## src/rtl/z2_bus_master.sv

```systemverilog
// z2_bus_master: 68000 / Zorro II bus initiator.
// Arbitrates for the bus with BR_n/BG_n/BGACK_n, runs single-word
// AS_n/UDS_n/LDS_n/RW cycles for an on-card engine and chains back-to-back
// requests under one tenure up to MAX_BURST. All bus outputs are logical
// levels; the top level tristates the pins whenever BUS_OWNED is 0.
//
// Request handshake (req/ack): the requester raises req with we/addr/be/wdata
// stable and holds them until it sees ack high for one cycle. req is ignored
// in the cycle ack is high, so the requester may drop req, or present the
// next request, immediately after seeing ack. err is only meaningful with ack.
module z2_bus_master #(
    parameter int TIMEOUT_CYCLES = 256,
    parameter int MAX_BURST      = 4,
    parameter int SETUP_CYCLES   = 1
) (
    input  logic        MEMCLK,
    input  logic        RESET,
    input  logic        req,
    input  logic        we,
    input  logic [22:0] addr,
    input  logic [1:0]  be,
    input  logic [15:0] wdata,
    output logic        ack,
    output logic        err,
    output logic [15:0] rdata,
    output logic        BR_n,
    input  logic        BG_n,
    input  logic        BGACK_IN_n,
    output logic        BGACK_n,
    output logic        BUS_OWNED,
    output logic [22:0] ADDR_OUT,
    output logic        AS_n_OUT,
    output logic        UDS_n_OUT,
    output logic        LDS_n_OUT,
    output logic        RW_OUT,
    output logic        DATA_OE,
    output logic [15:0] DBUS_OUT,
    input  logic [15:0] DBUS_IN,
    input  logic        AS_n_IN,
    input  logic        DTACK_n,
    input  logic        BERR_n,
    output logic [2:0]  state_dbg
);

    localparam logic [2:0] ST_IDLE    = 3'd0;
    localparam logic [2:0] ST_ARB     = 3'd1;
    localparam logic [2:0] ST_SETUP   = 3'd2;
    localparam logic [2:0] ST_STROBE  = 3'd3;
    localparam logic [2:0] ST_WAIT    = 3'd4;
    localparam logic [2:0] ST_LATCH   = 3'd5;
    localparam logic [2:0] ST_TERM    = 3'd6;
    localparam logic [2:0] ST_RECOVER = 3'd7;

    localparam int TW = (TIMEOUT_CYCLES > 1) ? $clog2(TIMEOUT_CYCLES) : 1;
    localparam logic [TW-1:0] TO_LAST    = TW'(TIMEOUT_CYCLES - 1);
    localparam logic [3:0]    BURST_MAX  = 4'(MAX_BURST);
    localparam logic [1:0]    SETUP_LAST = 2'(SETUP_CYCLES - 1);

    logic [2:0]    state;
    logic [1:0]    setup_cnt;
    logic [TW-1:0] to_cnt;
    logic [3:0]    burst_cnt;
    logic          cur_we;
    logic [1:0]    cur_be;

    logic [4:0]    sync_meta;
    logic [4:0]    sync_out;
    logic          bg_n_s;
    logic          bgack_in_n_s;
    logic          as_n_in_s;
    logic          dtack_n_s;
    logic          berr_n_s;

    // Two-flop synchronizers for the asynchronous bus inputs, negated out of reset.
    always_ff @(posedge MEMCLK) begin
        if (RESET) begin
            sync_meta <= 5'b11111;
            sync_out  <= 5'b11111;
        end else begin
            sync_meta <= {BG_n, BGACK_IN_n, AS_n_IN, DTACK_n, BERR_n};
            sync_out  <= sync_meta;
        end
    end

    assign bg_n_s       = sync_out[4];
    assign bgack_in_n_s = sync_out[3];
    assign as_n_in_s    = sync_out[2];
    assign dtack_n_s    = sync_out[1];
    assign berr_n_s     = sync_out[0];
    assign state_dbg    = state;

    // Bus-cycle sequencer: arbitration, strobes, termination and tenure chaining.
    always_ff @(posedge MEMCLK) begin
        if (RESET) begin
            state     <= ST_IDLE;
            setup_cnt <= 2'd0;
            to_cnt    <= '0;
            burst_cnt <= 4'd0;
            cur_we    <= 1'b0;
            cur_be    <= 2'b00;
            ack       <= 1'b0;
            err       <= 1'b0;
            rdata     <= 16'h0000;
            BR_n      <= 1'b1;
            BGACK_n   <= 1'b1;
            BUS_OWNED <= 1'b0;
            ADDR_OUT  <= 23'h0;
            AS_n_OUT  <= 1'b1;
            UDS_n_OUT <= 1'b1;
            LDS_n_OUT <= 1'b1;
            RW_OUT    <= 1'b1;
            DATA_OE   <= 1'b0;
            DBUS_OUT  <= 16'h0000;
        end else begin
            ack <= 1'b0;
            err <= 1'b0;
            case (state)
                ST_IDLE: begin
                    if (req && !ack) begin
                        if (be == 2'b00) begin
                            // Nothing to strobe: refuse without touching the bus.
                            ack <= 1'b1;
                            err <= 1'b1;
                        end else begin
                            BR_n  <= 1'b0;
                            state <= ST_ARB;
                        end
                    end
                end
                ST_ARB: begin
                    // Grant alone is not enough: the previous master must have
                    // finished its cycle and dropped BGACK.
                    if (!bg_n_s && as_n_in_s && dtack_n_s && bgack_in_n_s) begin
                        BGACK_n   <= 1'b0;
                        BR_n      <= 1'b1;
                        BUS_OWNED <= 1'b1;
                        cur_we    <= we;
                        cur_be    <= be;
                        DBUS_OUT  <= wdata;
                        ADDR_OUT  <= addr;
                        RW_OUT    <= ~we;
                        DATA_OE   <= we;
                        setup_cnt <= 2'd0;
                        state     <= ST_SETUP;
                    end
                end
                ST_SETUP: begin
                    if (setup_cnt == SETUP_LAST) begin
                        AS_n_OUT <= 1'b0;
                        if (!cur_we) begin
                            UDS_n_OUT <= ~cur_be[1];
                            LDS_n_OUT <= ~cur_be[0];
                        end
                        state <= ST_STROBE;
                    end else begin
                        setup_cnt <= setup_cnt + 2'd1;
                    end
                end
                ST_STROBE: begin
                    // Write data strobes trail AS_n by one cycle so D[15:0] is settled.
                    if (cur_we) begin
                        UDS_n_OUT <= ~cur_be[1];
                        LDS_n_OUT <= ~cur_be[0];
                    end
                    to_cnt <= '0;
                    state  <= ST_STROBE + 3'd1;
                end
                ST_WAIT: begin
                    to_cnt <= to_cnt + 1'b1;
                    if (!berr_n_s || (dtack_n_s && to_cnt == TO_LAST)) begin
                        // BERR wins over a coincident DTACK; timeout ends the same way.
                        AS_n_OUT  <= 1'b1;
                        UDS_n_OUT <= 1'b1;
                        LDS_n_OUT <= 1'b1;
                        ack       <= 1'b1;
                        err       <= 1'b1;
                        burst_cnt <= burst_cnt + 4'd1;
                        state     <= ST_TERM;
                    end else if (!dtack_n_s) begin
                        state <= ST_LATCH;
                    end
                end
                ST_LATCH: begin
                    if (!cur_we) begin
                        rdata <= DBUS_IN;
                    end
                    AS_n_OUT  <= 1'b1;
                    UDS_n_OUT <= 1'b1;
                    LDS_n_OUT <= 1'b1;
                    ack       <= 1'b1;
                    burst_cnt <= burst_cnt + 4'd1;
                    state     <= ST_TERM;
                end
                ST_TERM: begin
                    // Address, RW and data were held through the strobe negation.
                    DATA_OE <= 1'b0;
                    state   <= ST_RECOVER;
                end
                default: begin
                    // RECOVER: let the target release DTACK/BERR before anything new.
                    if (!ack && dtack_n_s && berr_n_s) begin
                        if (req && be != 2'b00 && burst_cnt < BURST_MAX) begin
                            cur_we    <= we;
                            cur_be    <= be;
                            DBUS_OUT  <= wdata;
                            ADDR_OUT  <= addr;
                            RW_OUT    <= ~we;
                            DATA_OE   <= we;
                            setup_cnt <= 2'd0;
                            state     <= ST_SETUP;
                        end else if (req && be == 2'b00) begin
                            ack <= 1'b1;
                            err <= 1'b1;
                        end else begin
                            BGACK_n   <= 1'b1;
                            BUS_OWNED <= 1'b0;
                            RW_OUT    <= 1'b1;
                            burst_cnt <= 4'd0;
                            state     <= ST_IDLE;
                        end
                    end
                end
            endcase
        end
    end

endmodule
```

## config.mk

```make
export PLATFORM = sky130hd
export DESIGN_NAME = z2_bus_master
export DESIGN_NICKNAME = d
export VERILOG_FILES = /design/src/rtl/z2_bus_master.sv
export SDC_FILE = /design/constraint.sdc
export NUM_CORES = 1
export LEC_CHECK = 0
export CORE_ASPECT_RATIO = 1.25
export CORE_MARGIN = 5
export CORE_UTILIZATION = 29
export CTS_CLUSTER_DIAMETER = 50
export CTS_CLUSTER_SIZE = 16
export DETAILED_ROUTE_END_ITERATION = 12
export SLEW_MARGIN = 20
export SYNTH_ARGS = -nofsm -noshare
export SYNTH_HDL_FRONTEND = slang
export SYNTH_SLANG_ARGS = --single-unit
```

## constraint.sdc

```tcl
create_clock -name MEMCLK -period 5 [get_ports MEMCLK]
set_clock_uncertainty 0.15 [all_clocks]
set_input_delay 1 -clock MEMCLK [delete_from_list [all_inputs] [get_ports MEMCLK]]
set_output_delay 1 -clock MEMCLK [all_outputs]
set_load 0.02 [all_outputs]
```

==> impl_metrics.toml, run 1 <==
[setup_path]
regToRegStartpoint = "state_dbg[0]$_SDFFE_PP0P_"
critPathRequiredTime_ns = 3.85
path_delay_family = "flip-flops"
arrival_ns = 1.82
path_cells = "clkdlybuf4s50_1"
slowest_stage = "dfxtp_1"
path_class = "reg2out"
reg2reg_depth = 4
critPathBufInv = 1
regToRegSetupSlack_ns = 2.52
crit_path_max_incr_delay_ns = 0.75
crit_start = "state_dbg[0]$_SDFFE_PP0P_"
worst_r2r_endpoint = "BGACK_n$_SDFFE_PP1P_"
critPathLaunchType = "flip-flop"
end_kind = "primary output"
crit_fanout = 20

[clocking]
clock_path_buffers = 2
cts_buffers = 9
htreeDepth = 3
cts.sinks = 95
postCtsHoldBufs = 0
clk_pin_slew_worst_paths_ns = 0.06
cts_root_buf = "clkbuf_16"
postCtsSetupBuffers = 0
cts_tree = "done"
clk_latency_ns = 0.34
cts_resized = 0

[run]
maxCapViolCount = 0

[yosys]
async_flop_share = 0
syn_area_sq_um = 3916
yosys_register_bits = 95
synth_nets = 543
yosysSeqAreaShare = 0.4856
synth_edf_count = 0
netlist_instances = 474
yosys_warnings = 0
synth_top_flop_cell = "dfxtp_1"
ys_types = 48
synth.avg_cell_area_sq_um = 8.262

[route]
via_count = 3894
drtPass1Iterations = 5
vias_per_cell = 5.104
drt_iter0_drc = 327
postRouteWirelength_mm = 11.84
routedWlPerCell_um = 15.52
post-route-drc-count = 0
final_antenna_net_count = 0

[sta]
period_needed_ns = 2.967
setup_violations = 0
tightestPinTransition_ns = 0.7849
final_max_slew_viol_count = 0
rsz0062_at_grt = "no"
setup_tns_ns = 0
post-route-period-util = 0.5933
maxSlewHeadroom = 0.4756
hold_violations = 0
timing.fmax_mhz = 337.1

[global_routing]
grt_pass1_vias = 3621
grt_max_degree = 56
overflow = 0
grtUsageTotal = 0.1446
antenna_found_initial = 0
grt_pass1_wl_mm = 18.91

[hold_path]
hold_depth = 1
whs_endpoint = "sync_out[3]$_SDFF_PP1_"
hold_path.startpoint = "sync_meta[3]$_SDFF_PP1_"
hold_class = "reg2reg"

[die]
row_count = 47
die_x_um = 113.9
dieHeight_um = 139.9
boundaryPins = 134
coreArea_sq_um = 13230
dieArea_sq_um = 15940
start_util = 0.2960

[layout]
n_antenna_cell = 0
multi_input_area_sq_um = 1846
drive_above_1_share = 0.07432
syn2layout_area_growth_pct = 45.24
regArea_sq_um = 1902
final_net_count = 656
fillers = 1302

[placed_design]
gp_congestion = 0.8663
dpl.hpwl_mm = 8.251
io_buffers = 133

[power]
leakage_nw = 1.873
max-vdd-ir-drop_mv = 0.1565
power.total_w = 0.001920
pwr_density_cell_nw_per_um2 = 337.6

[run_status]
outcome = "completed"
flip-flops by register name, summed over array words and instances, names as in the netlist, 2 cells and up:
| register | count |
|---|---|
| DBUS_OUT | 16 |
| rdata | 16 |
| burst_cnt | 4 |
| sync_out | 5 |
| state_dbg | 3 |
| ADDR_OUT | 23 |
| sync_meta | 5 |
| cur_be | 2 |
| to_cnt | 8 |
| setup_cnt | 2 |
placed cells by master, fill, tap and decap left out, drive strengths merged, types with 5 or more instances in the layout:
cell type,instances
nor4,5
nand3,54
dfxtp,95
nand2,48
a211oi,7
o21ai,56
buf,9
a21oi,73
or2,12
nor2,14
clkbuf,10
clkdlybuf4s50,132
nand4,6
inv,9
metal layers:
layer	part of all wire	vias to the layer above	GRT usage
met3	0.077	9	0.04616
met1	0.44	1814	0.1827
li1	-	1934	-
met5	0	-	0
met4	0.014	0	0.04690
met2	0.47	137	0.2332
worst max-delay path by stage:
stage                     depth (start not counted)                   endpoint
after global routing                              5  state_dbg[1]$_SDFFE_PP0P_
after detailed placement                          5  state_dbg[1]$_SDFFE_PP0P_
final                                             1               state_dbg[0]
after floorplan                                   6  ADDR_OUT[13]$_SDFFE_PP0P_
after CTS                                         1               state_dbg[0]
after global placement                            5  state_dbg[1]$_SDFFE_PP0P_
cells in the mapped netlist, types with 2 or more instances:
| cell | n | area [sq um] |
|---|---|---|
| dfxtp_1 | 95 | 1902 |
| a21oi_1 | 73 | 365.4 |
| nand3_1 | 54 | 270.3 |
| nand2_1 | 48 | 180.2 |
| o21ai_0 | 48 | 240.2 |
| clkbuf_1 | 24 | 90.09 |
| nor2_1 | 14 | 52.55 |
| or2_2 | 12 | 75.07 |
| buf_2 | 8 | 40.04 |
| o21ai_1 | 8 | 40.04 |
| a211oi_1 | 7 | 52.55 |
| buf_1 | 6 | 22.52 |
| nand4_1 | 6 | 37.54 |
| inv_1 | 5 | 18.77 |
| and3_1 | 4 | 25.02 |
| nand3b_1 | 4 | 30.03 |
| nor3_1 | 4 | 20.02 |
| or4_1 | 4 | 30.03 |
| a2111oi_0 | 3 | 26.28 |
| ha_1 | 3 | 37.54 |
| nand2b_1 | 3 | 18.77 |
| nor3b_1 | 3 | 22.52 |
| nor4_1 | 3 | 18.77 |
| o311ai_0 | 3 | 26.28 |
| or3_1 | 3 | 18.77 |
| mux2_2 | 2 | 22.52 |
| mux2i_1 | 2 | 20.02 |
| nand4b_1 | 2 | 17.52 |
| nor4_2 | 2 | 25.02 |
| o211ai_1 | 2 | 15.01 |
| or3b_2 | 2 | 17.52 |
cell families (layout without fill, tap and decap cells):
| group | count (synthesis) | count (layout) | share of synthesized area |
|---|---|---|---|
| mux | 4 | 4 | 0.01086 |
| flops | 95 | 95 | 0.4856 |
| fa+ha+maj | 3 | 3 | 0.009586 |
| simple gates | 171 | 171 | 0.2256 |
| buf+inv | 46 | 164 | 0.04760 |
| compound gates | 155 | 155 | 0.2208 |
metrics by stage:
stage / std cells / utilization / area [sq um] / setup slack (ns) / hold slack, ns
floorplan: 474 / - / 3916 / 2.595 / 0.2395
global placement: 747 / 0.4061 / 5374 / 1.786 / 0.2411
detailed placement: 747 / 0.4061 / 5374 / 1.757 / 0.2440
CTS: 763 / 0.4299 / 5688 / 2.032 / 0.2599
global route: 763 / 0.4299 / 5688 / 1.909 / 0.2793
finish: 763 / 0.4299 / 5688 / 2.033 / 0.2594
power by group:
group	total, W	internal (W)	leakage [nW]	switching [W]
clock	0.000721	0.000410	0.157	0.000310
combinational	0.000374	0.000162	0.947	0.000212
sequential	0.000825	0.000790	0.769	0.0000349
total	0.00192	0.00136	1.87	0.000557
final cells by class:
class,count,share of cell area
inverters,7,0.004619
multi-input cells,333,0.3245
clock inverters,6,0.01320
repair buffers,141,0.2437
clock buffers,10,0.04201
well taps,171,0.03762
flip-flops and latches,95,0.3344
(Power assumes the default switching activity.)
==> run 2: changes to the inputs <==
==> constraint.sdc (replaced) <==
create_clock -name MEMCLK -period 2.7 [get_ports MEMCLK]
set_clock_uncertainty 0.15 [all_clocks]
set_input_delay 0.54 -clock MEMCLK [delete_from_list [all_inputs] [get_ports MEMCLK]]
set_output_delay 0.54 -clock MEMCLK [all_outputs]
set_load 0.02 [all_outputs]
==> run 2 against run 1 <==
Sequential share of layout area is 0.28 points lower. Sequential power rose by 87%. Power grew 80%. First-iteration DRC count shrank 20%. Non-clock buffer count rose by 7. Critical path depth rose by 1. Register-to-register slack got worse by 2.1 ns. Largest cell class unchanged.
==> impl_metrics.toml, run 2 (synthesis results as in run 1) <==
[setup_path]
reg2reg_depth = 5
end_kind = "primary output"
crit_path_max_incr_delay_ns = 0.62
path_cells = "buf_4 > clkdlybuf4s50_1"
regToRegSetupSlack_ns = 0.46
worst_r2r_endpoint = "setup_cnt[1]$_SDFFE_PP0P_"
crit_fanout = 11
regToRegStartpoint = "state_dbg[1]$_SDFFE_PP0P_"
path_class = "reg2out"
critPathRequiredTime_ns = 2.01
slowest_stage = "clkdlybuf4s50_1"
arrival_ns = 1.73
critPathLaunchType = "flip-flop"

[sta]
period_needed_ns = 2.417
rsz0062_at_grt = "no"
post-route-period-util = 0.8951
hold_violations = 0
timing.fmax_mhz = 413.8
hold_slack_ns = 0.2611
timing.final.ws_setup_ns = 0.2832
setup_tns_ns = 0
tightestPinTransition_ns = 0.6173
final_max_slew_viol_count = 0
setup_violations = 0
maxSlewHeadroom = 0.5833

[global_routing]
grt_pass1_vias = 3849
grtUsageTotal = 0.1467
overflow = 0
grt_pass1_wl_mm = 19.16
grt_max_degree = 91
antenna_found_initial = 0

[power]
pwr_density_cell_nw_per_um2 = 602.4
max-vdd-ir-drop_mv = 0.2801
leakage_nw = 1.900

[route]
final_antenna_net_count = 0
drt_iter0_drc = 262
vias_per_cell = 5.078
post-route-drc-count = 0
via_count = 3910
drtPass1Iterations = 4
postRouteWirelength_mm = 11.94
routedWlPerCell_um = 15.50

[die]
boundaryPins = 134
coreArea_sq_um = 13230
dieArea_sq_um = 15940
row_count = 47
die_x_um = 113.9
start_util = 0.2960
dieHeight_um = 139.9

[clocking]
clock_path_buffers = 2
cts_tree = "done"
clk_pin_slew_worst_paths_ns = 0.06
htreeDepth = 3
postCtsHoldBufs = 0
cts_root_buf = "clkbuf_16"
cts.sinks = 95
clk_latency_ns = 0.34
cts_buffers = 9
cts_resized = 0
postCtsSetupBuffers = 0

[layout]
syn2layout_area_growth_pct = 46.45
regMostFlops = "ADDR_OUT"
final_net_count = 663
largest_reg_flops = 23
final_common_cell = "clkdlybuf4s50_1"
top_regs = "ADDR_OUT: 23 flops, DBUS_OUT: 16 flops, rdata: 16 flops"
drive_above_1_share = 0.08347
final_cell_mix = "clkdlybuf4s50_1 (132), dfxtp_1 (95), a21oi_1 (73), nand3_1 (54)"
n_antenna_cell = 0

[placed_design]
pre_cts_ws_ns = 0.09127
io_buffers = 133
gp_congestion = 0.8777
dpl.hpwl_mm = 8.430

[hold_path]
hold_depth = 1
hold_class = "reg2reg"
whs_endpoint = "sync_out[4]$_SDFF_PP1_"
hold_path.startpoint = "sync_meta[4]$_SDFF_PP1_"

[run]
maxCapViolCount = 0

[run_status]
outcome = "completed"
## run 2: how the worst max path moves through the flow
stage	start	endpoint	depth (start not counted)
2_1_floorplan	state_dbg[1]$_SDFFE_PP0P_	ADDR_OUT[13]$_SDFFE_PP0P_	7
3_3_place_gp	be[1]	state_dbg[1]$_SDFFE_PP0P_	6
3_5_place_dp	be[1]	state_dbg[1]$_SDFFE_PP0P_	6
4_1_cts	state_dbg[0]$_SDFFE_PP0P_	state_dbg[0]	2
5_1_grt	be[1]	state_dbg[1]$_SDFFE_PP0P_	6
6_report	state_dbg[0]$_SDFFE_PP0P_	state_dbg[0]	2
## run 2: cell type report
class                   count  area (sq um)
flip-flops and latches     95          1902
inverters                   7         26.28
well taps                 171         214.0
fillers                  1356          7496
clock buffers              11         242.7
clock inverters             5         41.29
repair buffers            148          1464
multi-input cells         333          1846
## run 2: stage by stage
stage          instance area (sq um)    util  instances  power (W)
6_report                        5736  0.4335        770   0.003455
2_1_floorplan                   3916       -        474   0.001945
5_1_grt                         5736  0.4335        770   0.003621
4_1_cts                         5736  0.4335        770   0.003492
3_3_place_gp                    5451  0.4120        754   0.002255
3_5_place_dp                    5451  0.4120        754   0.002267
## run 2: where the power goes
part           internal [W]  switching [W]
registers           0.00146      0.0000766
logic              0.000315       0.000386
clock network      0.000660       0.000554
total               0.00244        0.00102
## run 2: critical path, delay by kind of cell, from the launching register on
family | cells | cell delay (ns)
buffers and inverters | 2 | 0.86
flip-flops | 1 | 0.53
## run 2: metal layers
metal / vias up / track usage / part of all wire
li1: 1944 / - / -
met1: 1830 / 0.1819 / 0.44
met2: 126 / 0.2437 / 0.48
met3: 10 / 0.03667 / 0.063
met4: 0 / 0.05566 / 0.017
met5: - / 0 / 0
